## config.mk

```make
export PLATFORM = sky130hd
export DESIGN_NAME = pipeline_ctrl
export DESIGN_NICKNAME = d
export VERILOG_FILES = /design/src/rtl/pipeline_ctrl.sv
export SDC_FILE = /design/constraint.sdc
export NUM_CORES = 1
export LEC_CHECK = 0
export CAP_MARGIN = 20
export CORE_ASPECT_RATIO = 0.8
export CORE_MARGIN = 2
export CORE_UTILIZATION = 33
export CTS_BUF_LIST = sky130_fd_sc_hd__clkbuf_8
export DETAILED_ROUTE_END_ITERATION = 10
export PLACE_DENSITY = 0.62
export SYNTH_ARGS = -nofsm -noshare
export SYNTH_HDL_FRONTEND = slang
export SYNTH_SLANG_ARGS = --single-unit
```

## constraint.sdc

```tcl
create_clock -name clk -period 4.3 [get_ports clk]
set_input_delay 0.86 -clock clk [delete_from_list [all_inputs] [get_ports clk]]
set_output_delay 0.86 -clock clk [all_outputs]
set_load 0.1 [all_outputs]
```

## src/rtl/pipeline_ctrl.sv

```systemverilog
// Purpose : central stall/flush sequencer for the 5-stage RV32 pipeline (IF/ID/EX/MEM/WB).
// Latency : enables/flushes are combinational from state and inputs (zero-latency stall);
//           state, watchdog and counters update on the clk rising edge.
// Backpr. : dmem wait freezes every stage; mul/div wait freezes IF/ID/EX and drains WB.
//
// Ports:
//   clk, rst_n            rising-edge clock, asynchronous active-low reset
//   load_use_in           ID load-use hazard
//   redirect_in           EX taken branch/jump
//   md_start_in           mul/div valid in EX and not yet done
//   md_done_in            mul/div result valid this cycle
//   dmem_wait_in          data memory not ready for the MEM-stage access
//   pc_en, *_en           PC and pipeline-register enables
//   *_flush               load a NOP bubble (flush wins over enable)
//   md_timeout            sticky mul/div watchdog error
//   stall_cycles          saturating count of cycles with pc_en=0
//   flush_events          saturating count of accepted redirects
module pipeline_ctrl #(
  parameter int MD_TIMEOUT = 64,
  parameter int CNT_W      = 32
) (
  input  logic             clk,
  input  logic             rst_n,
  input  logic             load_use_in,
  input  logic             redirect_in,
  input  logic             md_start_in,
  input  logic             md_done_in,
  input  logic             dmem_wait_in,
  output logic             pc_en,
  output logic             if_id_en,
  output logic             id_ex_en,
  output logic             ex_mem_en,
  output logic             mem_wb_en,
  output logic             if_id_flush,
  output logic             id_ex_flush,
  output logic             ex_mem_flush,
  output logic             md_timeout,
  output logic [CNT_W-1:0] stall_cycles,
  output logic [CNT_W-1:0] flush_events
);

  localparam int MDC_W = $clog2(MD_TIMEOUT + 1);
  localparam logic [MDC_W-1:0] MD_LIMIT = MDC_W'(MD_TIMEOUT);
  localparam logic [CNT_W-1:0] CNT_MAX  = {CNT_W{1'b1}};

  typedef enum logic [1:0] {
    RUN      = 2'd0,
    MD_WAIT  = 2'd1,
    MEM_WAIT = 2'd2
  } state_e;

  // One bundle for all stage controls so each rule is a single constant.
  typedef struct packed {
    logic pc_en;
    logic if_id_en;
    logic id_ex_en;
    logic ex_mem_en;
    logic mem_wb_en;
    logic if_id_flush;
    logic id_ex_flush;
    logic ex_mem_flush;
  } ctl_t;

  // A flushed register is also enabled: the flush loads the bubble.
  localparam ctl_t CTL_RUN    = 8'b11111_000;
  localparam ctl_t CTL_FREEZE = 8'b00000_000;
  localparam ctl_t CTL_MD     = 8'b00011_001;  // hold IF/ID/EX, bubble into MEM, WB drains
  localparam ctl_t CTL_REDIR  = 8'b11111_110;  // squash the two wrong-path instructions
  localparam ctl_t CTL_LU     = 8'b00111_010;  // hold PC/IF-ID, bubble into EX
  localparam ctl_t CTL_RESET  = 8'b00000_111;

  state_e             state_q, state_d;
  logic [MDC_W-1:0]   md_cnt_q, md_cnt_d;
  logic               md_timeout_q, md_timeout_d;
  logic [CNT_W-1:0]   stall_q, stall_d;
  logic [CNT_W-1:0]   flush_q, flush_d;

  ctl_t ctl;
  ctl_t ctl_out;
  logic md_stall;
  logic eval_r2;      // evaluate the RUN list from the mul/div rule down
  logic eval_r34;     // evaluate only redirect / load-use
  logic redirect_acc;

  assign md_stall = md_start_in && !md_done_in;

  always_comb begin
    ctl          = CTL_RUN;
    state_d      = state_q;
    md_cnt_d     = md_cnt_q;
    md_timeout_d = md_timeout_q;
    eval_r2      = 1'b0;
    eval_r34     = 1'b0;
    redirect_acc = 1'b0;

    case (state_q)
      MD_WAIT: begin
        if (dmem_wait_in) begin
          // Memory stall freezes everything but the mul/div keeps running.
          ctl = CTL_FREEZE;
          if (md_cnt_q < MD_LIMIT) md_cnt_d = md_cnt_q + 1'b1;
        end else if (md_done_in || (md_cnt_q >= MD_LIMIT)) begin
          // Done, or watchdog forces the instruction out with a garbage result.
          if (!md_done_in) md_timeout_d = 1'b1;
          eval_r34 = 1'b1;
          state_d  = RUN;
          md_cnt_d = '0;
        end else begin
          ctl      = CTL_MD;
          md_cnt_d = md_cnt_q + 1'b1;
        end
      end
      MEM_WAIT: begin
        if (dmem_wait_in) begin
          ctl = CTL_FREEZE;
        end else begin
          eval_r2 = 1'b1;
          state_d = RUN;
        end
      end
      default: begin
        // RUN, and recovery from the unused encoding.
        if (dmem_wait_in) begin
          ctl     = CTL_FREEZE;
          state_d = MEM_WAIT;
        end else begin
          eval_r2 = 1'b1;
          state_d = RUN;
        end
      end
    endcase

    if (eval_r2 && md_stall) begin
      ctl      = CTL_MD;
      state_d  = MD_WAIT;
      md_cnt_d = MDC_W'(1);
    end else if (eval_r2 || eval_r34) begin
      // Redirect outranks load-use: the hazarding ID instruction is squashed.
      if (redirect_in) begin
        ctl          = CTL_REDIR;
        redirect_acc = 1'b1;
      end else if (load_use_in) begin
        ctl = CTL_LU;
      end
    end

    stall_d = stall_q;
    if (!ctl.pc_en && (stall_q != CNT_MAX)) stall_d = stall_q + 1'b1;
    flush_d = flush_q;
    if (redirect_acc && (flush_q != CNT_MAX)) flush_d = flush_q + 1'b1;
  end

  always_ff @(posedge clk or negedge rst_n) begin
    if (!rst_n) begin
      state_q      <= RUN;
      md_cnt_q     <= '0;
      md_timeout_q <= 1'b0;
      stall_q      <= '0;
      flush_q      <= '0;
    end else begin
      state_q      <= state_d;
      md_cnt_q     <= md_cnt_d;
      md_timeout_q <= md_timeout_d;
      stall_q      <= stall_d;
      flush_q      <= flush_d;
    end
  end

  // Reset holds every register and bubbles every stage, independent of the clock.
  assign ctl_out = rst_n ? ctl : CTL_RESET;

  assign pc_en        = ctl_out.pc_en;
  assign if_id_en     = ctl_out.if_id_en;
  assign id_ex_en     = ctl_out.id_ex_en;
  assign ex_mem_en    = ctl_out.ex_mem_en;
  assign mem_wb_en    = ctl_out.mem_wb_en;
  assign if_id_flush  = ctl_out.if_id_flush;
  assign id_ex_flush  = ctl_out.id_ex_flush;
  assign ex_mem_flush = ctl_out.ex_mem_flush;
  assign md_timeout   = md_timeout_q;
  assign stall_cycles = stall_q;
  assign flush_events = flush_q;

endmodule

```

==> results.cfg <==
[outcome]
status = complete, no violations

[logic_synthesis]
synthCells = 403
yosys_most_used_dff = dfrtp_1
ys_seq_elements = 74
synth_edf_count = 0
avgSynthCellArea_um2 = 9.631
syn_nets = 416
synthesis.area_um2 = 3881
ys_warn_count = 0
synthArstFlopShare_pct = 100.0
yosysUniqueCellTypes = 47
ys_seq_area_share_pct = 47.71

[setup_path]
endpoint_kind = output pin
path_class = in -> out
critPathArrivalTime_ns = 2.49
path_buf_inv = 2
max_stage_delay_ns = 0.66
r2r_end = stall_cycles[1]
cp-start-kind = input pin
crit_slowest_cell = clkdlybuf4s50_1
reg2reg_setup_slack_ns = 1.69
critical_path.top_delay_family = buffers and inverters
r2r-start = stall_cycles[26]
crit_fanout = 14
required_ns = 3.44
rr_worst_depth = 5
critical_path.cell_chain = clkdlybuf4s50_1, a21oi_1, and3_1, buf_4

[sta]
layout_min_cycle_time_ns = 3.354
timing.fmax_mhz = 298.2
relSlewSlack_pct = 34.28
setup_tns_ns = 0
rsz0062_at_grt = no
skew_ns = 0.009873
slew_violations = 0
holdWs_ns = 0.4612
worst_pin_slew_ns = 0.9827
finalHoldViolations = 0
setup_viol = 0
fin_crit_sh_pct = 78.00

[clocking]
cts_hold_buf = 0
htree_levels = 3
clk_latency_ns = 0.34
tritoncts = done
clk_pin_slew_ns = 0.08
cts_setup_buffers = 0
cts_buffers = 9
root_buffer = clkbuf_8
cts_resized = 0
clockBufferDepth = 2
cts_sinks = 74

[global_route]
antenna_found_initial = 0
grt_pass1_vias = 3064
grt_overflow_total = 0
grt_max_degree = 43
grt_pass1_wl_um = 15710
grt_usage_pct = 15.53

[route]
route.met3.wl_um = 476
via_per_inst = 5.252
wl_per_cell_um = 15.01
wl_um = 9594
drc = 0
drtAntennaViolNets = 0
vias = 3356
first_pass_iters = 5
highest_layer = met4
wl_met1_um = 4795
drt_iter0_markers = 237
dr_wl_met2_um = 4249

[placed_design]
dp_hpwl_um = 6896
dpl-instance-area_um2 = 4827
place_congestion = 0.8071
portBuffers = 79

[cells_and_area]
fin_nets = 499
n_antenna_cell = 0
syn2layout_area_growth_pct = 29.11
final_area_um2 = 5011
nFillCells = 1085
layout-drive-gt1-share_pct = 6.517

[power_and_ir_drop]
p_per_area_nw_per_um2 = 440.3
power_w = 0.002206
peakVddDrop_mv = 0.4503
p_leak_nw = 2.110

[floorplanning]
num_rows = 35
initial_core_util_pct = 33.83
core_area_um2 = 11470
chipWidth_um = 125.3
ios = 80
die_h_um = 101
dieArea_um2 = 12650

[hold_path]
hold_class = in -> async

[run]
drv_cap = 0
## state kept, by name, indices dropped and copies added, names as in the netlist
signal / count
flush_events: 32
md_timeout: 1
state_q: 2
stall_cycles: 32
md_cnt_q: 7
## cells in the mapped netlist (8+ instances only)
master | count | area, um^2
inv_1 | 14 | 52.55
xnor2_1 | 39 | 341.6
nor3_1 | 16 | 80.08
nand4_1 | 27 | 168.9
xor2_1 | 14 | 122.6
nor2_1 | 23 | 86.33
and3_1 | 21 | 131.4
a21oi_1 | 17 | 85.08
clkbuf_1 | 8 | 30.03
nand2_1 | 31 | 116.4
dfrtp_1 | 74 | 1852
nand3_1 | 38 | 190.2
o21ai_0 | 10 | 50.05
## worst max-delay path by stage
| stage | slack [ns] | endpoint | startpoint | depth (start not counted) |
|---|---|---|---|---|
| global placement | 1.00 | pc_en | dmem_wait_in | 4 |
| global route | 0.83 | pc_en | dmem_wait_in | 4 |
| detailed placement | 0.94 | if_id_en | dmem_wait_in | 4 |
| floorplan | 0.09 | id_ex_flush | md_start_in | 3 |
| finish | 0.95 | if_id_en | dmem_wait_in | 4 |
| CTS | 0.94 | if_id_en | dmem_wait_in | 4 |
## power breakdown
group / leakage [nW] / switching (W) / internal [W]
Combinational: 1.03 / 0.000608 / 0.000215
Sequential: 0.980 / 0.000104 / 0.000776
Clock: 0.102 / 0.000251 / 0.000251
Total: 2.11 / 0.000964 / 0.00124
## area by class of cell
class	instances	area, um^2	share of cell area (%)
sequential	74	1852	36.95
timing repair buffer	83	810.8	16.18
multi-input combinational	304	1927	38.45
clock inverter	4	18.77	0.3745
clock buffer	12	165.2	3.296
inverter	14	52.55	1.049
tap	148	185.2	3.695
## per-stage QoR
stage / instances / setup slack, ns / utilization, %
6_report: 639 / 0.9462 / 43.68
3_3_place_gp: 623 / 1.002 / 42.07
3_5_place_dp: 623 / 0.9383 / 42.07
5_1_grt: 639 / 0.8276 / 43.68
2_1_floorplan: 403 / 0.09337 / -
4_1_cts: 639 / 0.9355 / 43.68
## layout by cell type (no fill, tap or decap), types with 2 or more instances in the layout
cell / instances
inv_1: 17
a21oi_1: 17
xnor2_1: 39
a31oi_1: 2
nor3_1: 16
nor4_1: 6
buf_4: 12
ha_1: 6
a21o_1: 2
nand4_1: 27
mux2i_1: 2
nand2b_1: 6
o21ai_0: 10
and4_1: 3
a211oi_1: 2
clkdlybuf4s50_1: 70
nand3_1: 38
nand2_1: 31
nor2_1: 23
dfrtp_1: 74
and3_1: 21
a41oi_1: 4
o31ai_1: 3
xor2_1: 14
or4_1: 2
clkbuf_8: 12
nor2b_1: 3
o21a_1: 2
nor4b_1: 2
and2_1: 6
## cells by family after synthesis
group / share of synthesized area, %
xor+xnor: 11.96
compound gates: 8.059
mux: 1.193
simple gates: 26.50
buf+inv: 2.643
flops: 47.71
fa+ha+maj: 1.934
## per-layer routing
| metal | GRT usage, % | vias to the layer above |
|---|---|---|
| met1 | 22.66 | 1645 |
| met5 | 0 | - |
| met2 | 22.49 | 88 |
| met3 | 4.087 | 6 |
| met4 | 4.872 | 0 |
| li1 | - | 1617 |
Power figures use the tool's default switching activity.
==> edit (same settings) <==
The 3 states of `state_e` get a one-hot encoding in 3 bits.
--- a/src/rtl/pipeline_ctrl.sv
+++ b/src/rtl/pipeline_ctrl.sv
@@ -43,10 +43,10 @@
   localparam logic [MDC_W-1:0] MD_LIMIT = MDC_W'(MD_TIMEOUT);
   localparam logic [CNT_W-1:0] CNT_MAX  = {CNT_W{1'b1}};
 
-  typedef enum logic [1:0] {
-    RUN      = 2'd0,
-    MD_WAIT  = 2'd1,
-    MEM_WAIT = 2'd2
+  typedef enum logic [2:0] {
+    RUN      = 3'b001,
+    MD_WAIT  = 3'b010,
+    MEM_WAIT = 3'b100
   } state_e;
 
   // One bundle for all stage controls so each rule is a single constant.
Check against the original RTL: same outputs for any inputs over 10 cycles, from zero or initial values and one cycle with rst_n low; not proved beyond that.
==> edit against the unedited design <==
- routed wire length fell by 2.6%
- critical path type unchanged
- clock skew rose by 0.0026 ns
- die area shrank 1.7%
- area after synthesis shrank 1.7%
- worst setup slack worse by 0.32 ns
- largest power group unchanged
- power fell by 0.66%
- final area shrank 0.67%
- sequential cell count up 1
- cell count down 5.9%
- clock power up 5.8%
==> edit: results (changes against the unedited design) <==
<table>
<tr><th>Metric</th><th>Value</th></tr>
<tr><th colspan="2">Timing</th></tr>
<tr><td>Clock Skews</td><td>0.01245 ns (+0.002577 ns)</td></tr>
<tr><th colspan="2">Synth</th></tr>
<tr><td>Number of cells produced by synthesis</td><td>364 (-9.7%)</td></tr>
<tr><td>Top cells by area in the synthesized netlist</td><td>sky130_fd_sc_hd__dfrtp_1 49%, sky130_fd_sc_hd__xnor2_1 12%, sky130_fd_sc_hd__nand4_1 4.9%</td></tr>
<tr><td>Total nets after synthesis</td><td>374 (-10%)</td></tr>
<tr><td>Most numerous cell types in the synthesized netlist</td><td>74 x sky130_fd_sc_hd__dfrtp_1, 51 x sky130_fd_sc_hd__xnor2_1, 31 x sky130_fd_sc_hd__nand3_1</td></tr>
<tr><th colspan="2">Finish</th></tr>
<tr><td>Number of standard cells in the final layout excluding fillers</td><td>601 (-5.9%)</td></tr>
<tr><td>Fin nets</td><td>458 (-8.2%)</td></tr>
<tr><td>Proportion of cell area occupied by multi-input gates</td><td>37.23% (-1.2 points)</td></tr>
<tr><td>Fraction of standard cell area that is sequential</td><td>37.73% (+0.78 points)</td></tr>
<tr><td>Clock buffer and inverter area fraction after layout</td><td>3.796% (+0.13 points)</td></tr>
<tr><td>Filler cell count in the final layout</td><td>1,105 (+1.8%)</td></tr>
<tr><td>Invs w/o clock</td><td>3 (-11)</td></tr>
<tr><td>Total area of multi-input combinational cells</td><td>1853 sq um (-3.8%)</td></tr>
<tr><th colspan="2">Clocking</th></tr>
<tr><td># clock sinks</td><td>75 (+1.4%)</td></tr>
<tr><th colspan="2">Setup path</th></tr>
<tr><td>Delay of the slowest cell on the worst path</td><td>0.56 ns (-0.10 ns)</td></tr>
<tr><td>CP Max Fanout</td><td>6 (-8)</td></tr>
<tr><td>Arrival @ worst endpoint</td><td>2.82 ns (+0.33 ns)</td></tr>
<tr><th colspan="2">Global route</th></tr>
<tr><td>Pin count of the biggest net entering global routing</td><td>67 (+56%)</td></tr>
<tr><td>Met2 routing resource usage after global routing</td><td>22.15% (-0.34 points)</td></tr>
<tr><td>Met1 track demand over resource in global routing</td><td>24.75% (+2.1 points)</td></tr>
<tr><th colspan="2">Placed design</th></tr>
<tr><td>Global placer's final weighted congestion</td><td>0.8020 (-0.63%)</td></tr>
<tr><td>Placed instance area</td><td>4788 sq um (-0.80%)</td></tr>
<tr><td>Detailed placer's ending HPWL</td><td>6780 um (-1.7%)</td></tr>
<tr><td>Pre-CTS setup slack</td><td>0.6651 ns (-0.2732 ns)</td></tr>
<tr><th colspan="2">Route</th></tr>
<tr><td>Routed length on met2</td><td>4019 um (-5.4%)</td></tr>
<tr><td>Number of iterations in the first detailed-routing pass</td><td>4 (-1)</td></tr>
<tr><th colspan="2">Outcome</th></tr>
<tr><td>Result of the run</td><td>complete, no violations</td></tr>
<tr><th colspan="2">Power</th></tr>
<tr><td>Peak supply drop</td><td>0.0004894 V (+8.7%)</td></tr>
</table>
edit: power breakdown:
part	leakage (nW)	total (mW)	internal (mW)	switching, mW
sequential	1.01	0.875	0.781	0.0939
clock	0.110	0.531	0.276	0.255
combinational	0.971	0.786	0.205	0.581
total	2.09	2.19	1.26	0.930
edit: path summary, 6_finish.rpt:
path,end,slack [ns],start,cells after the start
setup / recovery,id_ex_flush,0.62,md_done_in,7
hold / removal,flush_events[12],0.35,rst_n,1
setup reg to reg,flush_events[28],1.82,state_q[0],5
hold reg to reg,md_timeout,0.48,md_timeout,1
max in group asynchronous,flush_events[6],2.86,rst_n,2
min in group clk,md_timeout,0.48,md_timeout,1
edit: cells by family after synthesis:
kind of cell               count (synthesis)  share of synthesized area (%)
and+or+nand+nor                          185                          28.28
adders and majority gates                  3                         0.9844
DFF                                       75                          49.25
buffers and inverters                     13                          2.165
muxes                                      4                          1.148
AOI/OAI and AO/OA                         23                          4.167
xor gates and xnor gates                  61                          14.01
